### src/rtl/fq_sweep_ctrl.sv
// fq_sweep_ctrl: steps the fq divider setting from a first value by a fixed
// increment up to a last value, dwelling at each setting for a programmed
// number of clk_out rising edges. Host sees a start/stop/busy/done handshake.
module fq_sweep_ctrl #(
  parameter int DIV_W   = 8,
  parameter int DWELL_W = 16
) (
  input  logic               clk,
  input  logic               rst,
  input  logic               start,
  input  logic               stop,
  input  logic [DIV_W-1:0]   div_first,
  input  logic [DIV_W-1:0]   div_step,
  input  logic [DIV_W-1:0]   div_last,
  input  logic [DWELL_W-1:0] dwell,
  input  logic               fq_clk,
  output logic [DIV_W-1:0]   cnt_out,
  output logic               busy,
  output logic               step_pulse,
  output logic               done
);

  typedef enum logic [1:0] {
    S_IDLE  = 2'd0,
    S_LOAD  = 2'd1,
    S_DWELL = 2'd2,
    S_DONE  = 2'd3
  } state_t;

  state_t             state_q,    state_d;
  logic [DIV_W-1:0]   set_q,      set_d;       // current divider setting
  logic [DIV_W-1:0]   step_q,     step_d;      // shadow of div_step
  logic [DIV_W-1:0]   last_q,     last_d;      // shadow of div_last
  logic [DWELL_W-1:0] dwell_q,    dwell_d;     // shadow of dwell
  logic [DWELL_W-1:0] edge_cnt_q, edge_cnt_d;  // clk_out edges seen at this setting
  logic               fq_hist_q,  fq_hist_d;   // fq_clk one cycle ago
  logic [DIV_W-1:0]   cnt_out_q,  cnt_out_d;
  logic               busy_q,     busy_d;
  logic               pulse_q,    pulse_d;
  logic               done_q,     done_d;

  // Helpers: effective dwell, edge detect, next setting with carry.
  logic [DWELL_W-1:0] dwell_eff;
  logic [DWELL_W:0]   edge_inc;
  logic               fq_rise;
  logic               dwell_hit;
  logic [DIV_W:0]     nxt_set;
  logic               sweep_end;

  // Datapath helpers; the wide adds keep carries visible instead of wrapping.
  always_comb begin
    dwell_eff = (dwell_q == '0) ? DWELL_W'(1) : dwell_q;
    fq_rise   = fq_clk & ~fq_hist_q;
    edge_inc  = {1'b0, edge_cnt_q} + {{DWELL_W{1'b0}}, 1'b1};
    dwell_hit = fq_rise && (edge_inc == {1'b0, dwell_eff});
    nxt_set   = {1'b0, set_q} + {1'b0, step_q};
    // A zero step would repeat the same setting forever, so it ends the sweep.
    sweep_end = (step_q == '0) || nxt_set[DIV_W] || (nxt_set > {1'b0, last_q});
  end

  // Next-state and next-output logic; stop overrides everything outside IDLE.
  always_comb begin
    state_d    = state_q;
    set_d      = set_q;
    step_d     = step_q;
    last_d     = last_q;
    dwell_d    = dwell_q;
    edge_cnt_d = edge_cnt_q;
    fq_hist_d  = fq_clk;
    cnt_out_d  = cnt_out_q;
    busy_d     = busy_q;
    pulse_d    = 1'b0;
    done_d     = 1'b0;

    unique case (state_q)
      S_IDLE: begin
        cnt_out_d = '0;
        busy_d    = 1'b0;
        if (start && !stop) begin
          set_d     = div_first;
          step_d    = div_step;
          last_d    = div_last;
          dwell_d   = dwell;
          cnt_out_d = div_first;
          busy_d    = 1'b1;
          pulse_d   = 1'b1;
          state_d   = S_LOAD;
        end
      end
      S_LOAD: begin
        // History reloads from fq_clk here too, so a level already high on
        // entry to DWELL is not mistaken for a fresh edge.
        edge_cnt_d = '0;
        state_d    = S_DWELL;
      end
      S_DWELL: begin
        if (fq_rise) begin
          edge_cnt_d = edge_inc[DWELL_W-1:0];
        end
        if (dwell_hit) begin
          if (sweep_end) begin
            cnt_out_d = '0;
            busy_d    = 1'b0;
            done_d    = 1'b1;
            state_d   = S_DONE;
          end else begin
            set_d     = nxt_set[DIV_W-1:0];
            cnt_out_d = nxt_set[DIV_W-1:0];
            pulse_d   = 1'b1;
            state_d   = S_LOAD;
          end
        end
      end
      S_DONE: begin
        cnt_out_d = '0;
        busy_d    = 1'b0;
        state_d   = S_IDLE;
      end
      default: begin
        state_d = S_IDLE;
      end
    endcase

    if (stop && (state_q != S_IDLE)) begin
      state_d   = S_IDLE;
      cnt_out_d = '0;
      busy_d    = 1'b0;
      pulse_d   = 1'b0;
      done_d    = 1'b0;
    end
  end

  // State and registered outputs with synchronous reset.
  always_ff @(posedge clk) begin
    if (rst) begin
      state_q    <= S_IDLE;
      set_q      <= '0;
      step_q     <= '0;
      last_q     <= '0;
      dwell_q    <= '0;
      edge_cnt_q <= '0;
      fq_hist_q  <= 1'b0;
      cnt_out_q  <= '0;
      busy_q     <= 1'b0;
      pulse_q    <= 1'b0;
      done_q     <= 1'b0;
    end else begin
      state_q    <= state_d;
      set_q      <= set_d;
      step_q     <= step_d;
      last_q     <= last_d;
      dwell_q    <= dwell_d;
      edge_cnt_q <= edge_cnt_d;
      fq_hist_q  <= fq_hist_d;
      cnt_out_q  <= cnt_out_d;
      busy_q     <= busy_d;
      pulse_q    <= pulse_d;
      done_q     <= done_d;
    end
  end

  assign cnt_out    = cnt_out_q;
  assign busy       = busy_q;
  assign step_pulse = pulse_q;
  assign done       = done_q;

endmodule

### config.mk
export PLATFORM = sky130hd
export DESIGN_NAME = fq_sweep_ctrl
export DESIGN_NICKNAME = d
export VERILOG_FILES = /design/src/rtl/fq_sweep_ctrl.sv
export SDC_FILE = /design/constraint.sdc
export NUM_CORES = 1
export LEC_CHECK = 0
export CAP_MARGIN = 20
export CORE_MARGIN = 2
export CORE_UTILIZATION = 50
export DETAILED_ROUTE_END_ITERATION = 16
export HOLD_SLACK_MARGIN = 0.02
export PLACE_DENSITY = 0.76
export SYNTH_ARGS = -nofsm -noshare
export SYNTH_HDL_FRONTEND = slang
export SYNTH_SLANG_ARGS = --single-unit
### constraint.sdc
create_clock -name clk -period 3.6 [get_ports clk]
set_input_delay 0.9 -clock clk [delete_from_list [all_inputs] [get_ports clk]]
set_output_delay 0.9 -clock clk [all_outputs]
set_load 0.02 [all_outputs]
==> results of run 1 <==
## flip-flops by register name, indices dropped and copies added (netlist names)
| name | count |
|---|---|
| dwell_q | 16 |
| edge_cnt_q | 16 |
| cnt_out | 8 |
| last_q | 8 |
| set_q | 8 |
| step_q | 8 |
| state_q | 2 |
| busy | 1 |
| done | 1 |
| fq_hist_q | 1 |
| step_pulse | 1 |
## worst max-delay path, cell delays in order (launching register included)
cell,delay (ps)
dfxtp_1,340
ha_1,290
a21oi_1,200
o2111ai_1,150
a21oi_1,210
xor2_1,210
inv_1,100
ha_1,320
a211o_1,310
nor3_1,160
a211o_1,200
nand4_1,150
nor3b_2,260
buf_4,160
a211oi_1,70
a211oi_1,220
## through the flow
step / hold WS (ps) / utilization, %
floorplan: 436 / -
CTS: 458 / 62.4
global placement: 446 / 59.8
detailed placement: 449 / 59.8
finish: 459 / 62.8
global route: 479 / 62.8
## power breakdown
| part | internal, uW | leakage [uW] | total (uW) | switching, uW |
|---|---|---|---|---|
| logic | 227 | 0.00114 | 513 | 287 |
| registers | 819 | 0.000571 | 861 | 42.0 |
| clock network | 333 | 0.0000952 | 626 | 293 |
## path summary, 6_finish.rpt
| path | to | slack (ps) | cells past startpoint | start |
|---|---|---|---|---|
| worst min register to register | last_q[6] | 460 | 2 | last_q[6] |
| worst min-delay path | last_q[6] | 460 | 2 | last_q[6] |
| worst max register to register | set_q[7] | 160 | 15 | set_q[1] |
| worst max-delay path | set_q[7] | 160 | 15 | set_q[1] |
## routing by layer
layer	vias to the layer above	routed length, um
met5	-	0
li1	1954	-
met4	0	182
met2	120	4690
met3	13	574
met1	1809	5030
## Yosys cell counts (6+ instances only)
| library cell | n | share of area (%) |
|---|---|---|
| nor3_1 | 10 | 1.2 |
| a211oi_1 | 7 | 1.3 |
| a21oi_1 | 49 | 6.0 |
| nand4_1 | 11 | 1.7 |
| clkbuf_1 | 18 | 1.7 |
| nor2b_1 | 6 | 0.92 |
| mux2i_1 | 6 | 1.5 |
| buf_6 | 7 | 1.9 |
| inv_1 | 24 | 2.2 |
| nor4_1 | 9 | 1.4 |
| nand3_1 | 10 | 1.2 |
| nand2b_1 | 8 | 1.2 |
| ha_1 | 17 | 5.2 |
| o21a_1 | 7 | 1.3 |
| nor2_1 | 37 | 3.4 |
| o21ai_0 | 16 | 2.0 |
| xnor2_1 | 16 | 3.4 |
| nand2_1 | 94 | 8.6 |
| a22oi_1 | 6 | 1.1 |
| dfxtp_1 | 70 | 34 |
| xor2_1 | 8 | 1.7 |
## cells by family (layout without fill, tap and decap cells)
family | after synthesis | in the layout | synth area share [%]
fa+ha+maj | 18 | 18 | 5.70
xor+xnor | 24 | 24 | 5.15
flops | 70 | 70 | 34.3
simple gates | 212 | 212 | 25.1
compound gates | 131 | 131 | 21.6
mux | 7 | 7 | 1.75
buf+inv | 53 | 108 | 6.43
## what timing repair did
action | 4_1_cts | 5_1_grt
hold buffers | 0 | 0
pin swaps | 0 | 7
resized for setup | 3 | 9
setup endpoints to repair | 10 | 18
buffers inserted | 0 | 3
## placed cells by master (no fill, tap or decap), types with 5 or more instances in the layout
master           instances
inv_1                   24
xor2_1                   8
dfxtp_1                 67
o21ai_0                 15
clkbuf_8                10
nor2b_1                  5
buf_4                   14
clkdlybuf4s50_1         54
nand2b_1                 8
a21oi_1                 49
xnor2_1                 16
o21a_1                   7
nor3_1                  10
ha_1                    17
nor2_1                  37
a22oi_1                  6
nand4_1                 11
nand2_1                 94
a211oi_1                 7
nand3_1                 10
mux2i_1                  6
nor4_1                   9
## area by class of cell
type	count	share of cell area, %
well taps	102	2.60
flip-flops and latches	70	28.6
multi-input cells	392	49.8
clock inverters	4	0.969
repair buffers	69	13.3
clock buffers	11	2.88
inverters	24	1.84
==> results.md, run 1 <==
- Clock Skews: 9.66 ps
- Clock Tree Buf Depth: 2
- Post-route DRC: 0
- Design area: 4910 sq um
- HPWL after DPL: 7810 um
- Latest clock arrival within the worst-skew pair: 350 ps
- DR pass1 iterations: 5
- Area grow syn2layout: 20.1%
- Post-synth ARST share: 0%
- Clock Tree Root: clkbuf_8
- Ys Warns: 0
- Slew headroom: 47.0%
- Initial core utilization: 52.3%
- Placed cell areas: 4670 sq um
- M3 GR Usage: 3.91%
- First-pass GRT wire length: 17000 um
- Worst setup SP type: register
- Fin Setup TNS: 0 ps
- Synthesized instance count: 515
- ANT cells: 0
- Worst-path clk slew: 80 ps
- Final wirelength: 10500 um
- Vias in the first global route: 3506
- Distinct cells, synth: 63
- PnR worst setup slack: 163 ps
- Pwr dens: 408 nW/um^2
- GR Layer Usage met1: 34.4%
- CTS tree: yes
- Fin nets: 629
- Place WS: -1.71 ps
- Final Hold Viols: 0
- Synth Flop Type: dfxtp_1
- Part of the Yosys area used for sequential elements: 34.3%
- Fillcell total: 713
- Non-filler cells, final: 672
- Total grt overflow: 0
- CP endpoint kind: register
- Antenna Nets Post-Route: 0
- Initial antenna violation count: 0
- Pleak: 0.00181 uW
- Drt wl/cell: 15.6 um
- Multi-input gate area: 2440 sq um
- Status: finished clean
- Reg area: 1410 sq um
- Port Buffers: 55
- Peak supply drop: 0.279 mV
- IO Count: 56
- Hold WC Path Type: reg -> reg
- Setup-failing EPs final: 0
- Grt peak-use layer: met2
- Dpl cells: 654
- DIE WIDTH: 94.4 um
- Vias after detailed routing: 3896
- Net Count, Synth: 578
- M2 GR Usage: 37.4%
- Largest net degree at the start of global routing: 64
- Die Ht: 94.4 um
- Slew @ Worst Pin: 788 ps
- Total core area: 7810 sq um
- Share of cells above drive strength 1: 8.42%
- Synthesized area: 4090 sq um
- Minimum clock period: 3440 ps
- Post-synth EDFFs: 0
- Routability Congestion: 0.951
- Die area: 8910 sq um
- CTS buffer count: 9
- FF+latch count, synth: 70
- Sink Count: 70
- Via/cell ratio: 5.80
- Period utilization: 95.5%
- Mapped Avg Cell Area: 7.93 sq um
- DR iter-0 viols: 268
- Critical path required time: 3860 ps
- Overall Power: 2000 uW
- WP data arrival: 3690 ps
- Fin. max-slew vios: 0
- CP Class: reg -> reg
- Max-Cap Viols: 0
- Fmax: 291 MHz
- Htree depth: 3
- Rows: 32
- Crit path max fanout: 4
- Total track usage: 24.5%
Note: power is estimated with default switching activity, not from simulation.
==> run 2, diff against run 1 <==
--- a/config.mk
+++ b/config.mk
@@ -9,7 +9,7 @@
 export CORE_MARGIN = 2
 export CORE_UTILIZATION = 50
 export DETAILED_ROUTE_END_ITERATION = 16
-export HOLD_SLACK_MARGIN = 0.02
+export HOLD_SLACK_MARGIN = 0.05
 export PLACE_DENSITY = 0.76
 export SYNTH_ARGS = -nofsm -noshare
 export SYNTH_HDL_FRONTEND = slang
==> results of run 2 <==
Same layout as run 1: the final DEF is identical, and so are final timing and power.
